--- config.mk ---
export PLATFORM = sky130hd
export DESIGN_NAME = cla_sub_pipe
export DESIGN_NICKNAME = d
export VERILOG_FILES = /design/src/rtl/cla_pkg.sv /design/src/rtl/cla_nibble_add.sv /design/src/rtl/cla_sub_pipe.sv
export SDC_FILE = /design/constraint.sdc
export NUM_CORES = 1
export LEC_CHECK = 0
export CORE_MARGIN = 2
export CORE_UTILIZATION = 47
export DETAILED_ROUTE_END_ITERATION = 10
export HOLD_SLACK_MARGIN = 0.03
export PLACE_DENSITY = 0.78
export SLEW_MARGIN = 20
export SYNTH_ARGS = -nofsm -noshare
export SYNTH_HDL_FRONTEND = slang
export SYNTH_SLANG_ARGS = --single-unit
--- constraint.sdc ---
create_clock -name clk -period 1.95 [get_ports clk]
set_clock_uncertainty 0.05 [all_clocks]
set_input_delay 0.4875 -clock clk [delete_from_list [all_inputs] [get_ports clk]]
set_output_delay 0.4875 -clock clk [all_outputs]
set_load 0.01 [all_outputs]
--- src/rtl/cla_pkg.sv ---
// Shared types and carry-lookahead helper for the nibble-grouped add/sub datapath.
package cla_pkg;

    localparam int unsigned CLA_WIDTH = 8;
    localparam int unsigned CLA_HALF  = CLA_WIDTH / 2;

    typedef logic [CLA_WIDTH-1:0] operand_t;
    typedef logic [CLA_WIDTH:0]   result_t;
    typedef logic [CLA_HALF-1:0]  half_t;

    // Stage-1 payload: finished low half plus the high-half operands still to add.
    typedef struct packed {
        half_t a_hi;
        half_t bn_hi;
        half_t lo;
        logic  carry;
    } s1_t;

    // Carries into every bit of a group, each expanded as a flat sum of products.
    function automatic logic [CLA_HALF:0] cla_group(input half_t p, input half_t g, input logic cin);
        logic [CLA_HALF:0] c;
        logic              prop;
        c    = '0;
        c[0] = cin;
        for (int i = 0; i < int'(CLA_HALF); i++) begin
            c[i+1] = g[i];
            prop   = p[i];
            for (int j = i - 1; j >= 0; j--) begin
                c[i+1] = c[i+1] | (prop & g[j]);
                prop   = prop & p[j];
            end
            c[i+1] = c[i+1] | (prop & cin);
        end
        return c;
    endfunction

endpackage

--- src/rtl/cla_nibble_add.sv ---
// Combinational half-width carry-lookahead adder with group propagate/generate.
module cla_nibble_add
    import cla_pkg::*;
(
    input  logic [CLA_HALF-1:0] a,
    input  logic [CLA_HALF-1:0] b,
    input  logic                cin,
    output logic [CLA_HALF-1:0] s,
    output logic                cout,
    output logic                gp,
    output logic                gg
);

    half_t             p;
    half_t             g;
    logic [CLA_HALF:0] c;
    logic              gen_acc;

    always_comb begin
        p       = a ^ b;
        g       = a & b;
        c       = cla_group(p, g, cin);
        s       = p ^ c[CLA_HALF-1:0];
        cout    = c[CLA_HALF];
        gp      = &p;
        // Group generate: carry out of the group with no carry in.
        gen_acc = 1'b0;
        for (int i = 0; i < int'(CLA_HALF); i++) begin
            gen_acc = g[i] | (p[i] & gen_acc);
        end
        gg      = gen_acc;
    end

endmodule

--- src/rtl/cla_sub_pipe.sv ---
// Two-stage valid/ready subtractor: diff = A - B - bIn, MSB of diff is borrow-out.
// Optional signed-overflow output enabled by defining CLA_SUB_OVF_EN.
module cla_sub_pipe
    import cla_pkg::*;
#(
    parameter int unsigned WIDTH = CLA_WIDTH
)
(
    input  logic             clk,
    input  logic             rst,
    input  logic [WIDTH-1:0] A,
    input  logic [WIDTH-1:0] B,
    input  logic             bIn,
    input  logic             in_valid,
    output logic             in_ready,
    output logic [WIDTH:0]   diff,
    output logic             out_valid,
`ifdef CLA_SUB_OVF_EN
    output logic             ovf,
`endif
    input  logic             out_ready
);

    localparam int unsigned HALF = WIDTH / 2;

    logic [WIDTH-1:0] b_n;
    logic [HALF-1:0]  lo_s;
    logic             lo_cout;
    logic             lo_gp;
    logic             lo_gg;
    logic [HALF-1:0]  hi_s;
    logic             hi_cout;
    logic             hi_gp;
    logic             hi_gg;

    logic             s1_valid;
    s1_t              s1_q;
    s1_t              s1_d;
    logic             s1_advance;
    logic             accept;
    logic [WIDTH:0]   diff_d;
`ifdef CLA_SUB_OVF_EN
    logic             ovf_d;
`endif

    // Group P/G are for callers chaining nibbles; the two-stage split uses ripple-out carries.
    logic grp_unused;
    assign grp_unused = ^{lo_gp, lo_gg, hi_gp, hi_gg};

    // Subtraction as A + ~B with carry-in = ~bIn.
    assign b_n = ~B;

    cla_nibble_add u_lo (
        .a    (A[HALF-1:0]),
        .b    (b_n[HALF-1:0]),
        .cin  (~bIn),
        .s    (lo_s),
        .cout (lo_cout),
        .gp   (lo_gp),
        .gg   (lo_gg)
    );

    cla_nibble_add u_hi (
        .a    (s1_q.a_hi),
        .b    (s1_q.bn_hi),
        .cin  (s1_q.carry),
        .s    (hi_s),
        .cout (hi_cout),
        .gp   (hi_gp),
        .gg   (hi_gg)
    );

    // Handshake and next-state payloads.
    always_comb begin
        s1_advance  = s1_valid && (!out_valid || out_ready);
        in_ready    = !s1_valid || s1_advance;
        accept      = in_valid && in_ready;

        s1_d.a_hi   = A[WIDTH-1:HALF];
        s1_d.bn_hi  = b_n[WIDTH-1:HALF];
        s1_d.lo     = lo_s;
        s1_d.carry  = lo_cout;

        diff_d      = {~hi_cout, hi_s, s1_q.lo};
`ifdef CLA_SUB_OVF_EN
        // Sign of B is the complement of the stored ~B sign bit.
        ovf_d       = (s1_q.a_hi[HALF-1] == s1_q.bn_hi[HALF-1]) &&
                      (hi_s[HALF-1] != s1_q.a_hi[HALF-1]);
`endif
    end

    always_ff @(posedge clk) begin
        if (rst) begin
            s1_valid  <= 1'b0;
            s1_q      <= '0;
            out_valid <= 1'b0;
            diff      <= '0;
`ifdef CLA_SUB_OVF_EN
            ovf       <= 1'b0;
`endif
        end else begin
            if (accept) begin
                s1_q     <= s1_d;
                s1_valid <= 1'b1;
            end else if (s1_advance) begin
                s1_valid <= 1'b0;
            end

            if (s1_advance) begin
                out_valid <= 1'b1;
                diff      <= diff_d;
`ifdef CLA_SUB_OVF_EN
                ovf       <= ovf_d;
`endif
            end else if (out_ready) begin
                out_valid <= 1'b0;
            end
        end
    end

endmodule

==> impl_metrics.xml, run 1 <==
<?xml version="1.0" encoding="UTF-8"?>
<metrics>
  <group name="hold_path">
    <metric name="whs_endpoint" unit="">diff[1]</metric>
    <metric name="hp-start" unit="">diff_d[1]</metric>
    <metric name="min_delay_path_depth" unit="">2</metric>
    <metric name="hold_path_class" unit="">reg -&gt; reg</metric>
  </group>
  <group name="cts">
    <metric name="post-cts-setup-buffers" unit="">0</metric>
    <metric name="htree_levels" unit="">1</metric>
    <metric name="clk_pin_slew_worst_paths" unit="ns">0.12</metric>
    <metric name="clock_sink_count" unit="">24</metric>
    <metric name="cts-buffers-inserted" unit="">3</metric>
    <metric name="clock_path_buffers" unit="">2</metric>
    <metric name="root_buffer" unit="">sky130_fd_sc_hd__clkbuf_4</metric>
    <metric name="clk_latency" unit="ns">0.30</metric>
    <metric name="clock_tree_from_tritoncts" unit="">yes</metric>
  </group>
  <group name="drt">
    <metric name="wl_per_cell" unit="um">12.0</metric>
    <metric name="firstDrtPassIters" unit="">4</metric>
    <metric name="drtIter0Drc" unit="">16</metric>
    <metric name="drc" unit="">0</metric>
    <metric name="routed_wirelength" unit="um">2420</metric>
    <metric name="routed_via_density" unit="">5.13</metric>
    <metric name="vias" unit="">1036</metric>
    <metric name="antenna_left" unit="">0</metric>
  </group>
  <group name="place">
    <metric name="gp_congestion" unit="">0.786</metric>
    <metric name="post-place-ws" unit="ns">-0.210</metric>
    <metric name="io_buffer_count" unit="">31</metric>
    <metric name="place.detailed.hpwl" unit="um">1940</metric>
    <metric name="dpl-instance-area" unit="um2">1590</metric>
  </group>
  <group name="cells_and_area">
    <metric name="final_layout_size_suffix_gt1_share" unit="%">12.8</metric>
    <metric name="mostFrequentLayoutCell" unit="">sky130_fd_sc_hd__clkdlybuf4s50_1</metric>
    <metric name="mostFrequentLayoutCells" unit="">30 x sky130_fd_sc_hd__clkdlybuf4s50_1, 24 x sky130_fd_sc_hd__dfxtp_1, 21 x sky130_fd_sc_hd__nand2_1</metric>
    <metric name="syn2layout_area_growth" unit="%">32.8</metric>
    <metric name="fillers" unit="">222</metric>
    <metric name="num-nets-final" unit="">205</metric>
    <metric name="antenna_fix_cells" unit="">0</metric>
    <metric name="final_area" unit="um2">1620</metric>
  </group>
  <group name="setup_path">
    <metric name="capturing_point_of_the_worst_reg2reg_path" unit="">diff[6]</metric>
    <metric name="arrival" unit="ns">1.35</metric>
    <metric name="setup_slack_on_the_worst_flop_to_flop_path" unit="ns">0.31</metric>
    <metric name="setup.worst_path.start_class" unit="">primary input</metric>
    <metric name="crit_type" unit="">in -&gt; out</metric>
    <metric name="cp.required" unit="ns">1.41</metric>
    <metric name="critical_path.max_fanout" unit="">2</metric>
    <metric name="worstSetupEndpointType" unit="">output port</metric>
    <metric name="worst_r2r_startpoint" unit="">s1_q[5]</metric>
    <metric name="rr_worst_depth" unit="">5</metric>
  </group>
  <group name="synthesis">
    <metric name="yosysWarnings" unit="">0</metric>
    <metric name="synthesized_area" unit="um2">1220</metric>
    <metric name="netlist-cell-type-count" unit="">29</metric>
    <metric name="synth.top_cells.by_area" unit="">sky130_fd_sc_hd__dfxtp_1 40%, sky130_fd_sc_hd__ha_1 8.2%, sky130_fd_sc_hd__nand2_1 6.5%</metric>
    <metric name="synth_area_leader_cell" unit="">sky130_fd_sc_hd__dfxtp_1</metric>
    <metric name="synthesis.area_per_instance" unit="um2">9.01</metric>
    <metric name="synth_sequential_area_ratio" unit="%">39.5</metric>
    <metric name="netlist_instances" unit="">135</metric>
    <metric name="synthesis.nets" unit="">166</metric>
    <metric name="synthDominantCellAreaShare" unit="%">39.5</metric>
    <metric name="synth-seq-cells" unit="">24</metric>
  </group>
  <group name="sta">
    <metric name="timing.final.ws_setup" unit="ns">0.0622</metric>
    <metric name="grt_setup_unrepaired" unit="">no</metric>
    <metric name="finalCriticalPeriod" unit="ns">1.89</metric>
    <metric name="setup_violations" unit="">0</metric>
    <metric name="final-max-slew-violation-count" unit="">0</metric>
    <metric name="tightestPinTransition" unit="ns">0.281</metric>
    <metric name="timing.fmax" unit="MHz">530</metric>
    <metric name="report.final.hold_viol_count" unit="">0</metric>
    <metric name="final_min_period_over_clock_period" unit="%">96.8</metric>
    <metric name="relSlewSlack" unit="%">81.0</metric>
  </group>
  <group name="floorplan">
    <metric name="core_region_area" unit="um2">2450</metric>
    <metric name="fp.dieArea" unit="um2">3010</metric>
    <metric name="die-width" unit="um">54.9</metric>
    <metric name="boundaryPins" unit="">32</metric>
    <metric name="die_y_extent" unit="um">54.9</metric>
    <metric name="std_cell_rows" unit="">18</metric>
    <metric name="start_util" unit="%">49.5</metric>
  </group>
  <group name="global_route">
    <metric name="wire_length_of_the_first_global_routing_pass" unit="um">3950</metric>
    <metric name="grt_start_max_net_pins" unit="">31</metric>
    <metric name="track_usage" unit="%">18.5</metric>
    <metric name="antenna_violations_before_repair" unit="">0</metric>
    <metric name="first_global_vias" unit="">1010</metric>
    <metric name="gr-total-overflow" unit="">0</metric>
  </group>
  <group name="run_status">
    <metric name="outcome" unit="">complete, no violations</metric>
  </group>
  <group name="power">
    <metric name="p_per_area" unit="nW/um2">608</metric>
    <metric name="ir_drop_worst_case_vdd" unit="mV">0.348</metric>
    <metric name="power.static_leakage" unit="nW">0.662</metric>
  </group>
  <group name="job">
    <metric name="cap_violations" unit="">0</metric>
  </group>
</metrics>
-- how the worst max path moves through the flow --
| stage | from | endpoint | slack [ns] | cells after the start |
|---|---|---|---|---|
| 3_3_place_gp | out_ready | in_ready | -0.20 | 3 |
| 5_1_grt | out_ready | in_ready | 0.03 | 3 |
| 2_1_floorplan | B[1] | s1_q[0] | 0.42 | 6 |
| 6_report | out_ready | in_ready | 0.06 | 3 |
| 3_5_place_dp | out_ready | in_ready | -0.21 | 3 |
| 4_1_cts | out_ready | in_ready | 0.06 | 3 |
-- cells by family (layout without fill, tap and decap cells) --
| group | Yosys count | count (layout) | synth area share (%) |
|---|---|---|---|
| AND/OR/NAND/NOR | 47 | 47 | 19.4 |
| flip-flops | 24 | 24 | 39.5 |
| XOR/XNOR | 2 | 2 | 1.44 |
| buffers and inverters | 17 | 54 | 7.51 |
| AO/OA/AOI/OAI | 35 | 35 | 20.6 |
| adder cells (fa/ha/maj) | 10 | 10 | 11.5 |
-- layer usage --
metal  routed length [um]  vias up  global-route usage [%]  share of wire [%]
li1                     -      540                       -                  -
met1                 1050      475                    20.1                 43
met2                 1260       19                    33.9                 52
met3                   87        2                    2.46                3.6
met4                   27        0                    10.4                1.1
met5                    0        -                       0                  0
-- per-stage QoR --
step	power, mW	hold slack, ns	TNS [ns]	util [%]	std cells
final	0.982	0.406	0	65.8	202
after floorplan	0.683	0.382	0	-	135
after detailed placement	0.787	0.394	-0.441	64.9	199
after global placement	0.774	0.390	-0.321	64.9	199
after CTS	0.994	0.412	0	65.8	202
after global routing	1.04	0.425	0	65.8	202
-- cells in the mapped netlist --
cell type                  number
sky130_fd_sc_hd__dfxtp_1       24
sky130_fd_sc_hd__a21o_1         1
sky130_fd_sc_hd__nand2_2        2
sky130_fd_sc_hd__nand2b_1       3
sky130_fd_sc_hd__inv_1         11
sky130_fd_sc_hd__o41ai_1        1
sky130_fd_sc_hd__buf_12         1
sky130_fd_sc_hd__fa_1           2
sky130_fd_sc_hd__o21ai_0        4
sky130_fd_sc_hd__and2_2         1
sky130_fd_sc_hd__a32o_1         1
sky130_fd_sc_hd__buf_4          1
sky130_fd_sc_hd__nand3b_1       5
sky130_fd_sc_hd__nor3_1         1
sky130_fd_sc_hd__buf_6          1
sky130_fd_sc_hd__xnor2_1        2
sky130_fd_sc_hd__a21oi_1       14
sky130_fd_sc_hd__and2_4         1
sky130_fd_sc_hd__clkbuf_1       3
sky130_fd_sc_hd__a221oi_1       1
sky130_fd_sc_hd__o311ai_0       2
sky130_fd_sc_hd__nand3b_4       1
sky130_fd_sc_hd__a211oi_2       5
sky130_fd_sc_hd__nand2_1       21
sky130_fd_sc_hd__or3_1          1
sky130_fd_sc_hd__ha_1           8
sky130_fd_sc_hd__a211oi_1       4
sky130_fd_sc_hd__nor2_1        11
sky130_fd_sc_hd__o211ai_1       2
-- cell type report --
cell class	instances	area, um2	area share (%)
Multi-Input combinational cell	94	644	39.9
Sequential cell	24	480	29.7
Timing Repair Buffer	40	389	24.1
Inverter	11	41.3	2.56
Tap cell	30	37.5	2.32
Clock buffer	3	22.5	1.39
-- state kept, by name, indices dropped and copies added (netlist names) --
register   cells
s1_q           9
diff           9
out_valid      1
s1_valid       1
diff_d         4
-- power breakdown --
| part | total, mW | switching, mW | internal [mW] | leakage (nW) |
|---|---|---|---|---|
| sequential | 0.543 | 0.0201 | 0.523 | 0.198 |
| clock | 0.209 | 0.137 | 0.0719 | 0.0138 |
| combinational | 0.230 | 0.102 | 0.128 | 0.450 |
-- repair_timing --
| item | 4_1_cts | 5_1_grt |
|---|---|---|
| hold buffers | 0 | 0 |
| setup endpoints to repair | 1 | 0 |
| gates resized for setup | 1 | 0 |
-- worst max-delay path, stage by stage --
cell and delay (ns):
sky130_fd_sc_hd__clkdlybuf4s50_1 0.46, sky130_fd_sc_hd__nand3b_4 0.12, sky130_fd_sc_hd__dlygate4sd2_1 0.28
Power figures use the tool's default switching activity.
==> run 2: changes to the inputs <==
--- a/config.mk
+++ b/config.mk
@@ -5,7 +5,7 @@
 export SDC_FILE = /design/constraint.sdc
 export NUM_CORES = 1
 export LEC_CHECK = 0
-export CORE_MARGIN = 2
+export CAP_MARGIN = 20
 export CORE_UTILIZATION = 47
 export DETAILED_ROUTE_END_ITERATION = 10
 export HOLD_SLACK_MARGIN = 0.03
==> run 2 against run 1 <==
Net effect:
- the flow now finishes with violations (DRC)
- utilization increased by 0.51 points
- power increased by 0.62%
- clock power about the same
- cell count unchanged
- sequential share of layout area decreased by 0.23 points
- combinational power increased by 2%
- global-route usage increased by 4.0 points
- largest cell class unchanged
- largest power group unchanged
- highest routed layer unchanged
==> impl_metrics.xml, run 2 (same netlist as run 1, synthesis figures left out) <==
<?xml version="1.0" encoding="UTF-8"?>
<metrics>
  <group name="global_route">
    <metric name="track_usage" unit="%">22.5</metric>
    <metric name="gr-total-overflow" unit="">0</metric>
    <metric name="grt_start_max_net_pins" unit="">31</metric>
    <metric name="first_global_vias" unit="">1081</metric>
    <metric name="antenna_violations_before_repair" unit="">0</metric>
    <metric name="wire_length_of_the_first_global_routing_pass" unit="um">4530</metric>
  </group>
  <group name="cts">
    <metric name="post-cts-setup-buffers" unit="">0</metric>
    <metric name="clk_pin_slew_worst_paths" unit="ns">0.12</metric>
    <metric name="quantity_of_hold_fixing_buffers_added_after_cts" unit="">0</metric>
    <metric name="cts-buffers-inserted" unit="">3</metric>
    <metric name="clock_tree_from_tritoncts" unit="">yes</metric>
    <metric name="clk_latency" unit="ns">0.31</metric>
    <metric name="clock_sink_count" unit="">24</metric>
    <metric name="clock_path_buffers" unit="">2</metric>
    <metric name="root_buffer" unit="">sky130_fd_sc_hd__clkbuf_4</metric>
    <metric name="htree_levels" unit="">1</metric>
  </group>
  <group name="drt">
    <metric name="vias" unit="">1060</metric>
    <metric name="wl_per_cell" unit="um">12.8</metric>
    <metric name="drtIter0Drc" unit="">14</metric>
    <metric name="routed_wirelength" unit="um">2580</metric>
    <metric name="drt-met1-wl" unit="um">1050</metric>
    <metric name="antenna_left" unit="">0</metric>
    <metric name="firstDrtPassIters" unit="">7</metric>
    <metric name="routed_via_density" unit="">5.25</metric>
    <metric name="route.met3.wl" unit="um">62</metric>
    <metric name="top_signal_layer_used" unit="">met4</metric>
    <metric name="dr_wl_met2" unit="um">1440</metric>
    <metric name="drc" unit="">2</metric>
  </group>
  <group name="sta">
    <metric name="final-max-slew-violation-count" unit="">0</metric>
    <metric name="fin_tns_setup" unit="ns">0</metric>
    <metric name="report.final.hold_viol_count" unit="">0</metric>
    <metric name="timing.fmax" unit="MHz">529</metric>
    <metric name="relSlewSlack" unit="%">78.5</metric>
    <metric name="timing.final.ws_setup" unit="ns">0.0581</metric>
    <metric name="setup_violations" unit="">0</metric>
    <metric name="tightestPinTransition" unit="ns">0.318</metric>
    <metric name="final_min_period_over_clock_period" unit="%">97.0</metric>
    <metric name="finalCriticalPeriod" unit="ns">1.89</metric>
    <metric name="grt_setup_unrepaired" unit="">no</metric>
    <metric name="finalHoldWorstSlack" unit="ns">0.412</metric>
  </group>
  <group name="floorplan">
    <metric name="fp.dieArea" unit="um2">2800</metric>
    <metric name="core_region_area" unit="um2">2450</metric>
    <metric name="die_y_extent" unit="um">52.9</metric>
    <metric name="boundaryPins" unit="">32</metric>
    <metric name="start_util" unit="%">49.5</metric>
    <metric name="std_cell_rows" unit="">18</metric>
    <metric name="die-width" unit="um">52.9</metric>
  </group>
  <group name="power">
    <metric name="share_clk_of_total_power" unit="%">21.3</metric>
    <metric name="power.static_leakage" unit="nW">0.666</metric>
    <metric name="p_per_area" unit="nW/um2">607</metric>
    <metric name="comb_power_share" unit="%">23.7</metric>
    <metric name="power" unit="uW">988</metric>
    <metric name="p_switching" unit="uW">262</metric>
    <metric name="seq_power_share" unit="%">55.0</metric>
    <metric name="cellInternalPower" unit="uW">726</metric>
    <metric name="ir_drop_worst_case_vdd" unit="mV">0.358</metric>
    <metric name="switching_share" unit="%">26.5</metric>
  </group>
  <group name="setup_path">
    <metric name="timing.critical_path.cells" unit="">clkdlybuf4s50_1, nand3b_4, dlygate4sd2_1</metric>
    <metric name="cp.required" unit="ns">1.41</metric>
    <metric name="crit_type" unit="">in -&gt; out</metric>
    <metric name="critical_path.max_fanout" unit="">2</metric>
    <metric name="crit_path_slowest_cell" unit="">sky130_fd_sc_hd__clkdlybuf4s50_1</metric>
    <metric name="worstSetupEndpointType" unit="">output port</metric>
    <metric name="setup.worst_path.start_class" unit="">primary input</metric>
    <metric name="worst_path_largest_cell_delay" unit="ns">0.47</metric>
    <metric name="arrival" unit="ns">1.35</metric>
    <metric name="cp.buffers_inverters" unit="">2</metric>
    <metric name="setup_slack_on_the_worst_flop_to_flop_path" unit="ns">0.26</metric>
    <metric name="timing.critical_path.max_delay_family" unit="">buffers and inverters</metric>
  </group>
  <group name="cells_and_area">
    <metric name="final_layout_size_suffix_gt1_share" unit="%">12.8</metric>
    <metric name="stdcell_count" unit="">202</metric>
    <metric name="mostFrequentLayoutCell" unit="">sky130_fd_sc_hd__clkdlybuf4s50_1</metric>
    <metric name="num-nets-final" unit="">205</metric>
    <metric name="antenna_fix_cells" unit="">0</metric>
    <metric name="syn2layout_area_growth" unit="%">33.8</metric>
    <metric name="fillers" unit="">221</metric>
    <metric name="mostFrequentLayoutCells" unit="">30 x sky130_fd_sc_hd__clkdlybuf4s50_1, 24 x sky130_fd_sc_hd__dfxtp_1, 21 x sky130_fd_sc_hd__nand2_1</metric>
  </group>
  <group name="job">
    <metric name="cap_violations" unit="">0</metric>
  </group>
  <group name="place">
    <metric name="post-place-ws" unit="ns">-0.213</metric>
    <metric name="io_buffer_count" unit="">31</metric>
    <metric name="place.detailed.hpwl" unit="um">2120</metric>
    <metric name="gp_congestion" unit="">0.864</metric>
    <metric name="placed_cells" unit="">199</metric>
  </group>
  <group name="hold_path">
    <metric name="hold_path_class" unit="">reg -&gt; reg</metric>
  </group>
  <group name="run_status">
    <metric name="outcome" unit="">finished with violations</metric>
    <metric name="violations" unit="">DRC</metric>
  </group>
</metrics>
## run 2: final timing paths
path,startpoint,end,cells after the start
worst max register to register,s1_q[5],diff[6],5
worst min-delay path,diff[1],diff[1],2
worst min register to register,diff[1],diff[1],2
worst max-delay path,out_ready,in_ready,3
## run 2: repair_timing
| item | 4_1_cts | 5_1_grt |
|---|---|---|
| endpoints found under the hold margin | 0 | 0 |
| endpoints found under the setup margin | 1 | 0 |
| resized for setup | 1 | 0 |
## run 2: worst register-to-register path: cells and delay by family (launching register included)
kind | cells | cell delay [ns]
AND/OR/NAND/NOR | 2 | 0.49
AO/OA/AOI/OAI | 2 | 0.43
flip-flops | 1 | 0.35
adder cells (fa/ha/maj) | 1 | 0.32
## run 2: power by group through the flow
stage          Clock [mW]  Combinational, mW  Sequential [mW]
6_report            0.210              0.234            0.544
5_1_grt             0.242              0.261            0.548
4_1_cts             0.220              0.236            0.544
3_5_place_dp            0              0.235            0.555
3_3_place_gp            0              0.224            0.553
2_1_floorplan           0              0.127            0.556
## run 2: per-layer routing
metal / vias to the layer above / global-route usage, %
met1: 498 / 24.2
li1: 539 / -
met3: 3 / 3.45
met4: 0 / 11.0
met5: - / 0
met2: 20 / 42.0
## run 2: per-stage QoR
stage / instance area [um2] / utilization, %
2_1_floorplan: 1220 / -
3_3_place_gp: 1610 / 65.4
3_5_place_dp: 1610 / 65.4
4_1_cts: 1630 / 66.3
5_1_grt: 1630 / 66.3
6_report: 1630 / 66.3
## run 2: layout make-up
class                           count  area (um2)  share of cell area [%]
Inverter                           11        41.3                    2.54
Clock buffer                        3        22.5                    1.38
Multi-Input combinational cell     94         644                    39.6
Sequential cell                    24         480                    29.5
Tap cell                           30        37.5                    2.31
Timing Repair Buffer               40         402                    24.7
==> run 3: changes to the inputs <==
==> constraint.sdc (replaced) <==
create_clock -name clk -period 1.8 [get_ports clk]
set_clock_uncertainty 0.05 [all_clocks]
set_input_delay 0.45 -clock clk [delete_from_list [all_inputs] [get_ports clk]]
set_output_delay 0.45 -clock clk [all_outputs]
set_load 0.01 [all_outputs]
==> run 3 against run 2 <==
Net effect:
- the run still ends with DRC left
- die area unchanged
- utilization up 1.2 points
- via count up 2.6%
- cell count up 1.5%
- sequential power up 8.5%
- setup slack better by 0.0099 ns
- power up 14%
- global-route usage down 0.67 points
- critical path type is now reg -> out
- largest power group unchanged
==> impl_metrics.xml, run 3 (same netlist as run 1, synthesis figures left out) <==
<?xml version="1.0" encoding="UTF-8"?>
<metrics>
  <group name="run_status">
    <metric name="outcome" unit="">finished with violations</metric>
    <metric name="violations" unit="">DRC</metric>
  </group>
  <group name="cts">
    <metric name="clock_sink_count" unit="">24</metric>
    <metric name="clk_pin_slew_worst_paths" unit="ns">0.13</metric>
    <metric name="post_cts_resized" unit="">2</metric>
    <metric name="clk_latency" unit="ns">0.30</metric>
    <metric name="root_buffer" unit="">sky130_fd_sc_hd__clkbuf_4</metric>
    <metric name="quantity_of_hold_fixing_buffers_added_after_cts" unit="">0</metric>
    <metric name="clock_path_buffers" unit="">2</metric>
    <metric name="post-cts-setup-buffers" unit="">0</metric>
    <metric name="htree_levels" unit="">1</metric>
    <metric name="clock_tree_from_tritoncts" unit="">yes</metric>
    <metric name="cts-buffers-inserted" unit="">3</metric>
  </group>
  <group name="drt">
    <metric name="drtIter0Drc" unit="">28</metric>
    <metric name="antenna_left" unit="">0</metric>
    <metric name="routed_wirelength" unit="um">2650</metric>
    <metric name="wl_per_cell" unit="um">12.9</metric>
    <metric name="vias" unit="">1088</metric>
    <metric name="routed_via_density" unit="">5.31</metric>
    <metric name="firstDrtPassIters" unit="">7</metric>
    <metric name="drc" unit="">2</metric>
  </group>
  <group name="cells_and_area">
    <metric name="antenna_fix_cells" unit="">0</metric>
    <metric name="num-nets-final" unit="">207</metric>
    <metric name="final_area" unit="um2">1660</metric>
    <metric name="final_layout_size_suffix_gt1_share" unit="%">16.0</metric>
    <metric name="mostFrequentLayoutCells" unit="">30 x sky130_fd_sc_hd__clkdlybuf4s50_1, 23 x sky130_fd_sc_hd__dfxtp_1, 21 x sky130_fd_sc_hd__nand2_1</metric>
    <metric name="mostFrequentLayoutCell" unit="">sky130_fd_sc_hd__clkdlybuf4s50_1</metric>
    <metric name="final_util" unit="%">67.5</metric>
    <metric name="syn2layout_area_growth" unit="%">36.3</metric>
  </group>
  <group name="global_route">
    <metric name="first_global_vias" unit="">1105</metric>
    <metric name="antenna_violations_before_repair" unit="">0</metric>
    <metric name="grt_start_max_net_pins" unit="">31</metric>
    <metric name="wire_length_of_the_first_global_routing_pass" unit="um">4520</metric>
    <metric name="track_usage" unit="%">21.8</metric>
    <metric name="gr-total-overflow" unit="">0</metric>
  </group>
  <group name="setup_path">
    <metric name="setup.worst_path.start_class" unit="">register</metric>
    <metric name="timing.critical_path.cells" unit="">clkdlybuf4s50_1</metric>
    <metric name="setup_slack_on_the_worst_flop_to_flop_path" unit="ns">0.17</metric>
    <metric name="crit_type" unit="">reg -&gt; out</metric>
    <metric name="capturing_point_of_the_worst_reg2reg_path" unit="">diff[6]</metric>
    <metric name="worstSetupEndpointType" unit="">output port</metric>
    <metric name="critical_path.max_fanout" unit="">3</metric>
    <metric name="cp.buffers_inverters" unit="">1</metric>
    <metric name="cp.required" unit="ns">1.30</metric>
    <metric name="arrival" unit="ns">1.23</metric>
    <metric name="rr_worst_depth" unit="">5</metric>
    <metric name="worst_r2r_startpoint" unit="">s1_q[5]</metric>
    <metric name="crit_path_slowest_cell" unit="">sky130_fd_sc_hd__clkdlybuf4s50_1</metric>
    <metric name="worst_path_largest_cell_delay" unit="ns">0.55</metric>
    <metric name="timing.critical_path.max_delay_family" unit="">buffers and inverters</metric>
  </group>
  <group name="hold_path">
    <metric name="hold_path_class" unit="">reg -&gt; reg</metric>
    <metric name="whs_endpoint" unit="">diff[5]</metric>
    <metric name="hp-start" unit="">diff[5]</metric>
    <metric name="min_delay_path_depth" unit="">2</metric>
  </group>
  <group name="sta">
    <metric name="tightestPinTransition" unit="ns">0.286</metric>
    <metric name="final_min_period_over_clock_period" unit="%">96.2</metric>
    <metric name="timing.final.ws_setup" unit="ns">0.0679</metric>
    <metric name="finalHoldWorstSlack" unit="ns">0.416</metric>
    <metric name="finalCriticalPeriod" unit="ns">1.73</metric>
    <metric name="final-max-slew-violation-count" unit="">0</metric>
    <metric name="relSlewSlack" unit="%">80.7</metric>
    <metric name="timing.fmax" unit="MHz">577</metric>
    <metric name="report.final.hold_viol_count" unit="">0</metric>
    <metric name="grt_setup_unrepaired" unit="">yes</metric>
    <metric name="setup_violations" unit="">0</metric>
  </group>
  <group name="place">
    <metric name="io_buffer_count" unit="">31</metric>
    <metric name="post-place-ws" unit="ns">-0.309</metric>
    <metric name="dpl-instance-area" unit="um2">1620</metric>
    <metric name="place.detailed.hpwl" unit="um">2180</metric>
    <metric name="gp_congestion" unit="">0.912</metric>
  </group>
  <group name="floorplan">
    <metric name="die-width" unit="um">52.9</metric>
    <metric name="start_util" unit="%">49.5</metric>
    <metric name="core_region_area" unit="um2">2450</metric>
    <metric name="fp.dieArea" unit="um2">2800</metric>
    <metric name="std_cell_rows" unit="">18</metric>
    <metric name="boundaryPins" unit="">32</metric>
    <metric name="die_y_extent" unit="um">52.9</metric>
  </group>
  <group name="power">
    <metric name="power.static_leakage" unit="nW">0.686</metric>
    <metric name="p_per_area" unit="nW/um2">682</metric>
    <metric name="ir_drop_worst_case_vdd" unit="mV">0.464</metric>
  </group>
  <group name="job">
    <metric name="cap_violations" unit="">0</metric>
  </group>
</metrics>
==> run 3: cell count changes in the layout (fill, tap and decap cells not counted), sizes merged <==
cell         before  now
dlygate4sd2       1    0
clkbuf            3    5
buf               9   11
==> run 3: area by class of cell <==
cell class | instances | area (um2)
multi-input combinational | 94 | 648
sequential | 24 | 482
tap | 30 | 37.5
fill | 209 | 797
inverter | 11 | 41.3
timing repair buffer | 42 | 413
clock buffer | 4 | 36.3
==> run 3: how the worst max path moves through the flow <==
stage	start	cells past startpoint	to
after global routing	B[0]	7	s1_q[0]
after global placement	out_ready	3	in_ready
after CTS	out_ready	3	in_ready
after floorplan	B[1]	6	s1_q[0]
after detailed placement	B[2]	7	s1_q[0]
final	out_valid	1	out_valid
==> run 3: layer usage <==
layer / global-route usage, % / wire (um) / share of wire, %
met4: 7.46 / 53 / 2.0
met3: 2.87 / 78 / 2.9
met1: 23.3 / 1040 / 39
met2: 42.8 / 1480 / 56
met5: 0 / 0 / 0
==> run 3: report_power, final <==
| part | internal (mW) | switching (mW) | total (mW) | leakage, nW |
|---|---|---|---|---|
| Clock | 0.123 | 0.155 | 0.278 | 0.0210 |
| Sequential | 0.567 | 0.0227 | 0.590 | 0.198 |
| Combinational | 0.146 | 0.117 | 0.263 | 0.467 |
| Total | 0.836 | 0.294 | 1.13 | 0.686 |
==> run 3: tightest hold or removal path: stages, from the launching register on <==
cell and delay (ns):
sky130_fd_sc_hd__dfxtp_1 0.33, sky130_fd_sc_hd__nand2_1 0.05, sky130_fd_sc_hd__a21oi_1 0.05
==> run 3: through the flow <==
stage | power, mW | cells | TNS, ns
after floorplan | 0.740 | 135 | 0
after global placement | 0.845 | 201 | -0.809
after detailed placement | 0.862 | 201 | -1.50
after CTS | 1.14 | 205 | 0
after global routing | 1.20 | 205 | -0.0132
final | 1.13 | 205 | 0
